**config.mk**
```make
export PLATFORM = sky130hd
export DESIGN_NAME = perceptron_update_scheduler
export DESIGN_NICKNAME = d
export VERILOG_FILES = /design/src/rtl/mips_core_pkg.sv /design/src/rtl/perceptron_update_scheduler_weight_update.sv /design/src/rtl/perceptron_update_scheduler.sv
export SDC_FILE = /design/constraint.sdc
export NUM_CORES = 2
export LEC_CHECK = 0
export CAP_MARGIN = 20
export CORE_AREA = 2 2 446 448
export CTS_BUF_LIST = sky130_fd_sc_hd__clkbuf_8
export DETAILED_ROUTE_END_ITERATION = 8
export DIE_AREA = 0 0 448 450
export SKIP_LAST_GASP = 1
export SYNTH_ARGS = -nofsm -noshare
export SYNTH_HDL_FRONTEND = slang
export SYNTH_SLANG_ARGS = --single-unit
```
**constraint.sdc**
```tcl
create_clock -name clk -period 3.7 [get_ports clk]
set_clock_uncertainty 0.2 [all_clocks]
set_input_delay 0.37 -clock clk [delete_from_list [all_inputs] [get_ports clk]]
set_output_delay 0.37 -clock clk [all_outputs]
set_load 0.01 [all_outputs]
```
**src/rtl/mips_core_pkg.sv**
```systemverilog
// Shared core types for the MIPS core. This file adds the perceptron feedback
// entry and the default perceptron geometry to the existing branch outcome type.
// No ports (package).
package mips_core_pkg;

    typedef enum logic {
        NOT_TAKEN = 1'b0,
        TAKEN     = 1'b1
    } BranchOutcome;

    localparam int PERCEPTRON_HISTORY_SIZE = 62;
    localparam int PERCEPTRON_INDEX_WIDTH  = 10;
    localparam int PERCEPTRON_WEIGHT_BITS  = 8;
    localparam int PERCEPTRON_SUM_WIDTH    = 16;
    localparam int PERCEPTRON_THRESHOLD    = 134;
    localparam int PERCEPTRON_FIFO_DEPTH   = 4;
    localparam int PERCEPTRON_MAX_WAIT     = 8;

    // Resolved-branch feedback as produced by the back end (default geometry).
    typedef struct packed {
        logic [PERCEPTRON_INDEX_WIDTH-1:0]  index;
        logic [PERCEPTRON_HISTORY_SIZE-1:0] ghr;
        logic [PERCEPTRON_SUM_WIDTH-1:0]    sum;
        BranchOutcome                       prediction;
        BranchOutcome                       outcome;
    } perceptron_fb_entry_t;

    typedef enum logic [2:0] {
        S_INIT,
        S_IDLE,
        S_RD,
        S_WAIT,
        S_WR
    } perceptron_state_t;

endpackage

```
**src/rtl/perceptron_update_scheduler_weight_update.sv**
```systemverilog
// perceptron_weight_update: combinational training step for one weight row.
// Each weight moves +1 when the outcome agrees with its history bit (bias uses
// a constant 1) and -1 otherwise, saturating at the signed range limits.
// Ports:
//   row_in  - current row, weight i at [i*WEIGHT_BITS +: WEIGHT_BITS]
//   ghr     - history snapshot used at prediction time
//   taken   - resolved direction (1 = taken)
//   row_out - trained row, same layout as row_in
module perceptron_weight_update #(
    parameter int HISTORY_SIZE = 62,
    parameter int WEIGHT_BITS  = 8
) (
    input  logic [(HISTORY_SIZE+1)*WEIGHT_BITS-1:0] row_in,
    input  logic [HISTORY_SIZE-1:0]                 ghr,
    input  logic                                    taken,
    output logic [(HISTORY_SIZE+1)*WEIGHT_BITS-1:0] row_out
);

    localparam logic signed [WEIGHT_BITS-1:0] W_MAX = {1'b0, {(WEIGHT_BITS-1){1'b1}}};
    localparam logic signed [WEIGHT_BITS-1:0] W_MIN = {1'b1, {(WEIGHT_BITS-1){1'b0}}};
    localparam logic signed [WEIGHT_BITS-1:0] W_ONE = 1;

    genvar gi;
    generate
        for (gi = 0; gi < HISTORY_SIZE + 1; gi++) begin : g_weight
            logic signed [WEIGHT_BITS-1:0] w_cur;
            logic signed [WEIGHT_BITS-1:0] w_new;
            logic                          hbit;
            logic                          agree;

            assign w_cur = row_in[gi*WEIGHT_BITS +: WEIGHT_BITS];

            if (gi == 0) begin : g_bias
                assign hbit = 1'b1;
            end else begin : g_hist
                assign hbit = ghr[gi-1];
            end

            assign agree = (taken == hbit);

            always_comb begin
                w_new = w_cur;
                if (agree) begin
                    if (w_cur != W_MAX) w_new = w_cur + W_ONE;
                end else begin
                    if (w_cur != W_MIN) w_new = w_cur - W_ONE;
                end
            end

            assign row_out[gi*WEIGHT_BITS +: WEIGHT_BITS] = w_new;
        end
    endgenerate

endmodule

```
**src/rtl/perceptron_update_scheduler.sv**
```systemverilog
// perceptron_update_scheduler: owns the single-port perceptron weight RAM.
// Zero-sweeps the RAM after reset, then arbitrates between front-end prediction
// reads and queued training updates (read, train, write back one row).
// Ports:
//   clk, rst_n                 - clock, asynchronous active-low reset
//   i_fb_* / o_fb_ready        - resolved-branch feedback (valid/ready)
//   i_pred_valid/index         - prediction row read request
//   o_pred_ready               - read granted this cycle
//   o_pred_rsp_valid           - i_ram_rdata holds the granted row
//   o_ram_en/we/addr/wdata     - RAM command, i_ram_rdata one cycle after a read
//   o_init_done                - post-reset sweep finished
//   o_train_count              - number of rows written by training (wraps)
module perceptron_update_scheduler
    import mips_core_pkg::*;
#(
    parameter int HISTORY_SIZE = PERCEPTRON_HISTORY_SIZE,
    parameter int INDEX_WIDTH  = PERCEPTRON_INDEX_WIDTH,
    parameter int WEIGHT_BITS  = PERCEPTRON_WEIGHT_BITS,
    parameter int SUM_WIDTH    = PERCEPTRON_SUM_WIDTH,
    parameter int THRESHOLD    = PERCEPTRON_THRESHOLD,
    parameter int FIFO_DEPTH   = PERCEPTRON_FIFO_DEPTH,
    parameter int MAX_WAIT     = PERCEPTRON_MAX_WAIT
) (
    input  logic                                    clk,
    input  logic                                    rst_n,
    input  logic                                    i_fb_valid,
    output logic                                    o_fb_ready,
    input  logic [INDEX_WIDTH-1:0]                  i_fb_index,
    input  logic [HISTORY_SIZE-1:0]                 i_fb_ghr,
    input  logic [SUM_WIDTH-1:0]                    i_fb_sum,
    input  BranchOutcome                            i_fb_prediction,
    input  BranchOutcome                            i_fb_outcome,
    input  logic                                    i_pred_valid,
    input  logic [INDEX_WIDTH-1:0]                  i_pred_index,
    output logic                                    o_pred_ready,
    output logic                                    o_pred_rsp_valid,
    output logic                                    o_ram_en,
    output logic                                    o_ram_we,
    output logic [INDEX_WIDTH-1:0]                  o_ram_addr,
    output logic [(HISTORY_SIZE+1)*WEIGHT_BITS-1:0] o_ram_wdata,
    input  logic [(HISTORY_SIZE+1)*WEIGHT_BITS-1:0] i_ram_rdata,
    output logic                                    o_init_done,
    output logic [15:0]                             o_train_count
);

    localparam int ROW_BITS = (HISTORY_SIZE + 1) * WEIGHT_BITS;
    localparam int PTR_W    = $clog2(FIFO_DEPTH);
    localparam int WAIT_W   = $clog2(MAX_WAIT + 1);
    localparam logic [PTR_W:0]     FIFO_FULL_CNT = (PTR_W+1)'(FIFO_DEPTH);
    localparam logic [WAIT_W-1:0]  WAIT_LIMIT    = WAIT_W'(MAX_WAIT);
    localparam logic [SUM_WIDTH:0] THRESH_EXT    = (SUM_WIDTH+1)'(THRESHOLD);

    // Only the fields the update needs are queued.
    typedef struct packed {
        logic [INDEX_WIDTH-1:0]  index;
        logic [HISTORY_SIZE-1:0] ghr;
        logic                    taken;
    } queued_entry_t;

    perceptron_state_t state_reg, state_next;
    logic [INDEX_WIDTH-1:0] row_ctr_reg;
    logic [WAIT_W-1:0]      wait_ctr_reg;
    logic                   init_done_reg;
    logic [15:0]            train_count_reg;
    logic                   pred_rsp_valid_reg;
    logic [ROW_BITS-1:0]    upd_row_reg;
    logic [ROW_BITS-1:0]    upd_row_next;

    queued_entry_t          fifo_mem [FIFO_DEPTH];
    logic [PTR_W-1:0]       wr_ptr_reg, rd_ptr_reg;
    logic [PTR_W:0]         count_reg;
    logic                   fifo_full, fifo_empty, push, pop;
    queued_entry_t          head, push_entry;

    // |sum| in one extra bit so the most negative sum stays representable.
    logic [SUM_WIDTH:0]     sum_ext, sum_abs;
    logic                   fb_trains;
    logic                   update_wins;
    logic                   pred_grant;

    assign sum_ext   = {i_fb_sum[SUM_WIDTH-1], i_fb_sum};
    assign sum_abs   = sum_ext[SUM_WIDTH] ? (~sum_ext + 1'b1) : sum_ext;
    assign fb_trains = (i_fb_prediction != i_fb_outcome) || (sum_abs <= THRESH_EXT);

    assign fifo_full  = (count_reg == FIFO_FULL_CNT);
    assign fifo_empty = (count_reg == '0);
    assign o_fb_ready = !fifo_full && (state_reg != S_INIT);
    assign push       = i_fb_valid && o_fb_ready && fb_trains;
    assign pop        = (state_reg == S_WR);
    assign head       = fifo_mem[rd_ptr_reg];

    assign push_entry.index = i_fb_index;
    assign push_entry.ghr   = i_fb_ghr;
    assign push_entry.taken = (i_fb_outcome == TAKEN);

    assign update_wins = !i_pred_valid || fifo_full || (wait_ctr_reg == WAIT_LIMIT);

    perceptron_weight_update #(
        .HISTORY_SIZE (HISTORY_SIZE),
        .WEIGHT_BITS  (WEIGHT_BITS)
    ) u_weight_update (
        .row_in  (i_ram_rdata),
        .ghr     (head.ghr),
        .taken   (head.taken),
        .row_out (upd_row_next)
    );

    always_comb begin
        state_next  = state_reg;
        pred_grant  = 1'b0;
        o_ram_en    = 1'b0;
        o_ram_we    = 1'b0;
        o_ram_addr  = i_pred_index;
        o_ram_wdata = '0;
        case (state_reg)
            S_INIT: begin
                // Keep the RAM quiet while reset is still held.
                o_ram_en   = rst_n;
                o_ram_we   = rst_n;
                o_ram_addr = row_ctr_reg;
                if (&row_ctr_reg) state_next = S_IDLE;
            end
            S_IDLE: begin
                pred_grant = i_pred_valid;
                if (!fifo_empty) state_next = S_RD;
            end
            S_RD: begin
                if (update_wins) begin
                    o_ram_en   = 1'b1;
                    o_ram_addr = head.index;
                    state_next = S_WAIT;
                end else begin
                    pred_grant = 1'b1;
                end
            end
            S_WAIT: begin
                pred_grant = i_pred_valid;
                state_next = S_WR;
            end
            S_WR: begin
                o_ram_en    = 1'b1;
                o_ram_we    = 1'b1;
                o_ram_addr  = head.index;
                o_ram_wdata = upd_row_reg;
                // Occupancy after this cycle's pop (and any same-cycle push).
                state_next  = ((count_reg - 1'b1 + {{PTR_W{1'b0}}, push}) != '0) ? S_RD : S_IDLE;
            end
            default: state_next = S_INIT;
        endcase
        if (pred_grant) begin
            o_ram_en   = 1'b1;
            o_ram_addr = i_pred_index;
        end
    end

    assign o_pred_ready     = pred_grant;
    assign o_pred_rsp_valid = pred_rsp_valid_reg;
    assign o_init_done      = init_done_reg;
    assign o_train_count    = train_count_reg;

    always_ff @(posedge clk or negedge rst_n) begin
        if (!rst_n) begin
            state_reg          <= S_INIT;
            row_ctr_reg        <= '0;
            wait_ctr_reg       <= '0;
            init_done_reg      <= 1'b0;
            train_count_reg    <= '0;
            pred_rsp_valid_reg <= 1'b0;
            upd_row_reg        <= '0;
            wr_ptr_reg         <= '0;
            rd_ptr_reg         <= '0;
            count_reg          <= '0;
        end else begin
            state_reg          <= state_next;
            pred_rsp_valid_reg <= pred_grant;
            if (state_reg == S_INIT) begin
                row_ctr_reg <= row_ctr_reg + 1'b1;
                if (state_next == S_IDLE) init_done_reg <= 1'b1;
            end
            if (state_reg == S_RD) begin
                wait_ctr_reg <= update_wins ? '0 : wait_ctr_reg + 1'b1;
            end
            // Read data arrives in WAIT; train it here and write it back in WR.
            if (state_reg == S_WAIT) upd_row_reg <= upd_row_next;
            if (state_reg == S_WR) train_count_reg <= train_count_reg + 1'b1;
            if (push) wr_ptr_reg <= wr_ptr_reg + 1'b1;
            if (pop)  rd_ptr_reg <= rd_ptr_reg + 1'b1;
            count_reg <= count_reg + {{PTR_W{1'b0}}, push} - {{PTR_W{1'b0}}, pop};
        end
    end

    // Queue storage carries no reset; occupancy is tracked by the pointers.
    always_ff @(posedge clk) begin
        if (push) fifo_mem[wr_ptr_reg] <= push_entry;
    end

endmodule

```
# Word-level counts from Yosys, hierarchy flattened
# Memories as Yosys holds them, arrays and structs flattened.
# Cells that the tools add are included.
dict set report op_classes {
  add_sub_neg 136
  magnitude_cmp 1
  n_eq_ne 196
  n_mux 208
  n_bitwise 1
  n_reduce_logical 15
}
# operator n
set op_table {}
lappend op_table {{$mux W8} 189}
lappend op_table {{$ne A8 B8 Y1 const B} 126}
lappend op_table {{$add A8 B2 Y8 const B} 63}
lappend op_table {{$mux W504} 1}
lappend op_table {{$sub A8 B2 Y8 const B} 63}
lappend op_table {{$eq A1 B1 Y1} 62}
lappend op_table {{$pmux W10 S3} 1}
lappend op_table {{$mux W10} 2}
lappend op_table {{$add A17 B1 Y17 const B} 1}
lappend op_table {{$le A17 B8 Y1 const B} 1}
lappend op_table {{$mux W17} 1}
lappend op_table {{$not A17 Y17} 1}
lappend op_table {{$add A16 B1 Y16 const B} 1}
lappend op_table {{$pmux W3 S5} 1}
lappend op_table {{$add A10 B1 Y10 const B} 1}
lappend op_table {{$reduce_and A10 Y1} 1}
lappend op_table {{$mux W3} 3}
lappend op_table {{$add A3 B1 Y3} 2}
lappend op_table {{$eq A3 B1 Y1 const B} 2}
lappend op_table {{$eq A3 B2 Y1 const B} 2}
lappend op_table {{$eq A3 B3 Y1 const B} 2}
lappend op_table {{$logic_not A3 Y1} 2}
lappend op_table {{$reduce_bool A3 Y1} 2}
lappend op_table {{$mux W1} 5}
lappend op_table {{other kinds (15)} 22}
dict set report totals {
  reg_bits 546
  mem_bits_rw 292
  in_bits 608
  out_inout_bits 536
  word_cells 568
  mem_count 1
}
# name words word_bits read_ports rd_ports_with_merged_regs write_ports line_no
set memory_table {}
lappend memory_table {fifo_mem 4 73 1 0 1 perceptron_update_scheduler.sv:69} ;# queued_entry_t fifo_mem [FIFO_DEPTH];

# Depth between registers and ports, before layout
dict set report depth {
  ltp_word 12
  ltp_mapped 16
  ltp_nobuf 16
}

# Modules after synthesis
# Synthesis repeated with hierarchy kept, for this count alone.
dict set report unflattened {
  hier_cells 6389
  hier_area_um2 61514.0
}
# module instances cells_per_inst area_each_um2 seq_area_each_um2
set modules_own_cells {}
lappend modules_own_cells {perceptron_update_scheduler 1 2296 35059.9 22431.5}
lappend modules_own_cells {perceptron_weight_update 1 4093 26454.1 0.0}

# Least setup slack after synthesis
# OpenSTA, ideal clock, no wires.
dict set report synth_path {
  path_type {input to register}
  from {input port i_fb_sum[0]}
  to {memory fifo_mem[0][0] in the netlist's numbering, enable pin}
  setup_ns 0.439
  arrival_ns 3.866
  required_time_ns 3.061
  slack_ns -0.806
  path_stages 9
  path_cell_list {inv_1 ha_1 nor4b_1 nand2_1 o21a_1 o32a_1 o41ai_1 o211a_1 and2_1}
}
dict set report synth_between {
  elab_chain_len 8
}
# element line_no
set synth_lines {}
lappend synth_lines {{start, declared} perceptron_update_scheduler.sv:30} ;# input logic [SUM_WIDTH-1:0] i_fb_sum,
lappend synth_lines {{$not A17 Y17} perceptron_update_scheduler.sv:82} ;# assign sum_abs = sum_ext[SUM_WIDTH] ? (~sum_ext + 1'b1) : sum_ext;
lappend synth_lines {{$add A17 B1 Y17} perceptron_update_scheduler.sv:82}
lappend synth_lines {{$mux W17 (*)} perceptron_update_scheduler.sv:82}
lappend synth_lines {{$le A17 B8 Y1 (*)} perceptron_update_scheduler.sv:83} ;# assign fb_trains = (i_fb_prediction != i_fb_outcome) || (sum_abs <= THRESH_EXT);
lappend synth_lines {{$logic_or A1 B1 Y1 (*)} perceptron_update_scheduler.sv:83}
lappend synth_lines {{$logic_and A1 B1 Y1 (*)} perceptron_update_scheduler.sv:88} ;# assign push = i_fb_valid && o_fb_ready && fb_trains;
lappend synth_lines {{$mux W1 (*)} perceptron_update_scheduler.sv:194} ;# if (push) fifo_mem[wr_ptr_reg] <= push_entry;
lappend synth_lines {{$mux W1 (implied by the code) (*)} perceptron_update_scheduler.sv:194}
lappend synth_lines {{end, declared} perceptron_update_scheduler.sv:69}
# Mark *: on every way between the ends. The rest lies on a longest branch, timed or not.

# Final worst setup path
dict set report layout_path {
  from {register state_reg[1]}
  to {output port o_ram_wdata[97]}
}
dict set report layout_between {
  elab_chain_len 2
}
# element line_no
set layout_lines {}
lappend layout_lines {{start, declared} perceptron_update_scheduler.sv:60} ;# perceptron_state_t state_reg, state_next;
lappend layout_lines {{start signal, assigned} perceptron_update_scheduler.sv:174} ;# state_reg <= state_next;
lappend layout_lines {{$eq A3 B3 Y1} perceptron_update_scheduler.sv:115} ;# case (state_reg)
lappend layout_lines {{$mux W504} perceptron_update_scheduler.sv:115}
lappend layout_lines {{end, declared} perceptron_update_scheduler.sv:40} ;# output logic [(HISTORY_SIZE+1)*WEIGHT_BITS-1:0] o_ram_wdata,
# No other way between the ends.

==> flow_summary.yaml <==
outcome:
  outcome: "completed"
global_route:
  grt_pass1_vias: 57400
  grt_max_degree: 152
  grt-ovfl-total: 0
  grt-busiest-layer: "met2"
  grt_use_met1_pct: 32.0
  grt_util_met2_pct: 38.8
  grt_usage_pct: 25.1
  grt_pass1_wl_um: 384000
  antenna_found_initial: 137
  met3_usage_pct: 6.08
yosys:
  syn_area_per_cell_um2: 8.68
  yosys-top-cells-count: "nand2_1 (807), and3_1 (623), nor2_1 (574)"
  yosysSeqAreaShare_pct: 37.6
  ys_top_cells_by_area: "dfrtp_1 (23%), edfxtp_1 (15%), and3_1 (6.5%), nand2_1 (5.1%), ha_1 (4.2%)"
  ys.warnings.count: 0
  synthMuxAreaShare_pct: 3.74
  synth_top_area_share_pct: 22.9
  synthMostInstantiatedCell: "nand2_1"
  syn_inst: 6880
  synthSimpleGateAreaFrac_pct: 26.1
  synthesis.nets: 7691
  synth_compound_area_share_pct: 15.8
  synth_xor_area_share_pct: 8.02
  synth_cell_types: 89
  yosys_register_bits: 838
  synthArstFlopShare_pct: 65.2
  synth.largest_area_cell: "dfrtp_1"
  synth-main-ff-cell: "dfrtp_1"
  synth_top_family_by_area: "simple AND/OR/NAND/NOR gates"
  synth_edf_count: 292
  syn_area_um2: 59700
  synth_adder_area_share_pct: 4.27
floorplanning:
  start_util_pct: 30.4
  die_area_um2: 202000
  placementRows: 163
  coreArea_um2: 197000
  die_w_um: 448
  die_y_um: 450
  io_pins: 1144
drt:
  wl_per_cell_um: 24.0
  vias: 60000
  wl_um: 265000
  drc: 0
  ant_nets: 0
  via_per_inst: 5.44
  first_iter_violations: 5053
  first_pass_iters: 6
critical_path:
  path_class: "reg2out"
  cp-start-kind: "flop"
  r2r.worst_path.cells: 9
  cp_slowest_cell: "clkdlybuf4s50_1"
  r2r_start: "state_reg[2]"
  crit_family: "buffers and inverters"
  cpPeakStageDelay_ns: 0.60
  cp-end-kind: "output pin"
  cp_data_arrival_time_ns: 3.08
  rrSetupSlack_ns: 0.33
  cpMostUsedCell: "buf_12"
  crit_start: "state_reg[1]"
  worst_r2r_endpoint: "upd_row_reg[358]"
  worstPathRequired_ns: 3.13
  cp_num_buf_inv: 4
  crit_fanout: 68
  worstPathCellList: "nor2_4 > buf_12 > buf_12 > buf_16 > and3_1 > clkdlybuf4s50_1"
power_and_ir_drop:
  combPwrFrac_pct: 52.2
  clock_power_share_pct: 20.4
  p_total_mw: 54.1
  pwr-share-seq_pct: 27.4
  leakage_nw: 34.2
  p_sw_mw: 24.2
  power_density_nw_per_um2: 663
  switching_share_pct: 44.8
  max-vdd-ir-drop_v: 0.000506
  p_int_mw: 29.8
clocking:
  numCtsBuffers: 170
  cts.clk_slew.worst_paths_ns: 0.06
  cts_tree: "yes"
  htreeDepth: 4
  cts.sinks: 838
  clock_path_buffers: 3
  cts_root_buffer: "clkbuf_8"
  clk_latency_ns: 0.96
final_layout:
  drive_gt1_share_pct: 8.52
  instances_no_fill: 11000
  final_nets: 8953
  largest_reg_flops: 504
  syn2layout_area_growth_pct: 36.6
timing:
  period_needed_ns: 3.65
  hold_viol_final: 0
  slew_violations: 0
  slew_headroom_pct: 26.4
  max_freq_mhz: 274
  setup_viol: 0
  tns_ns: 0
  worst_pin_slew_ns: 1.10
  period_share_pct: 98.6
  rsz0062_at_grt: "yes"
min_path:
  min_to: "upd_row_reg[264]"
  min_path_cells: 3
  hold_path.class: "in2reg"
  min_from: "i_ram_rdata[264]"
place:
  io_buffers: 1143
  dpl.hpwl_um: 196000
  dp_cells: 10300
  gp_congestion: 0.964
job:
  max-cap-violations: 0
-- per-layer routing --
layer	wire (um)	vias to the layer above	share of wire, %
li1	-	27900	-
met1	111000	29400	42
met4	14000	32	5.3
met3	18600	544	7.0
met5	202	-	0.076
met2	121000	2139	46
-- power groups by stage --
| stage | clock network (mW) | registers, mW | logic, mW |
|---|---|---|---|
| 2_1_floorplan | 0 | 13.8 | 16.9 |
| 6_report | 11.0 | 14.8 | 28.2 |
| 4_1_cts | 11.4 | 14.7 | 27.9 |
| 5_1_grt | 11.7 | 15.1 | 31.0 |
| 3_3_place_gp | 0 | 14.8 | 26.0 |
| 3_5_place_dp | 0 | 14.9 | 26.3 |
-- per-stage QoR --
stage / setup slack, ns / cell area [um2] / hold slack, ns / utilization (%)
detailed placement: -0.418 / 74400 / 0.0531 / 37.8
global placement: -0.580 / 74400 / 0.0515 / 37.8
floorplan: -0.00450 / 59700 / -0.126 / -
global route: -0.0557 / 81500 / 0.0619 / 41.5
finish: 0.0519 / 81600 / 0.0934 / 41.5
CTS: -0.119 / 81000 / 0.000272 / 41.2
-- cell type report --
cell class	instances	area, um2
diodes	101	253
multi-input cells	5367	34700
repair buffers	1581	16300
fillers	19700	115000
flip-flops and latches	838	22400
inverters	184	706
clock buffers	195	2680
well taps	2640	3300
clock inverters	118	1150
-- timing repair --
item | in CTS | in global routing
setup buffers | 18 | 13
hold buffers | 223 | 0
gates resized for setup | 166 | 56
hold endpoints to repair | 722 | 0
endpoints found under the setup margin | 419 | 230
gates cloned | 10 | 4
pin swaps | 4 | 3
-- worst reg2reg max path, stage by stage, from the launching register on --
cell	delay [ns]
dfrtp_4	0.53
buf_12	0.16
buf_4	0.16
nor2_1	0.26
nand2_4	0.29
inv_8	0.46
buf_4	0.48
o2111ai_1	0.14
o311ai_1	0.11
dlygate4sd3_1	0.58
-- worst max path at each step --
stage | to | slack [ns] | cells after the start
finish | o_ram_wdata[97] | 0.05 | 6
global route | o_ram_addr[8] | -0.06 | 7
CTS | o_ram_wdata[333] | -0.12 | 6
detailed placement | count_reg[2] | -0.42 | 18
global placement | count_reg[2] | -0.58 | 18
floorplan | fifo_mem[0][0] | -0.005 | 9
-- cell families (layout without fill, tap and decap cells) --
| kind of cell | count (synthesis) | in the layout |
|---|---|---|
| xor+xnor | 500 | 500 |
| flops | 838 | 838 |
| compound gates | 1444 | 1444 |
| fa+ha+maj | 203 | 203 |
| buf+inv | 676 | 2078 |
| simple gates | 3094 | 3095 |
| mux | 125 | 125 |
| other cells | 0 | 101 |
-- cell usage in the layout (no fill, tap or decap), types with 104 or more instances in the layout --
cell type,Yosys,routed
a21oi_1,306,306
dfrtp_1,546,541
ha_1,202,202
xnor2_1,280,279
nor3_1,235,235
clkbuf_8,0,195
nand3_1,284,284
edfxtp_1,292,292
nand2_1,807,805
buf_4,13,141
clkdlybuf4s50_1,0,986
xor2_1,173,172
inv_1,182,215
nand4_1,116,116
and3_1,623,601
nor2_1,574,572
dlygate4sd2_1,0,116
a31oi_1,105,104
o21ai_0,365,365
dlygate4sd3_1,0,222
Power figures use the tool's default switching activity.
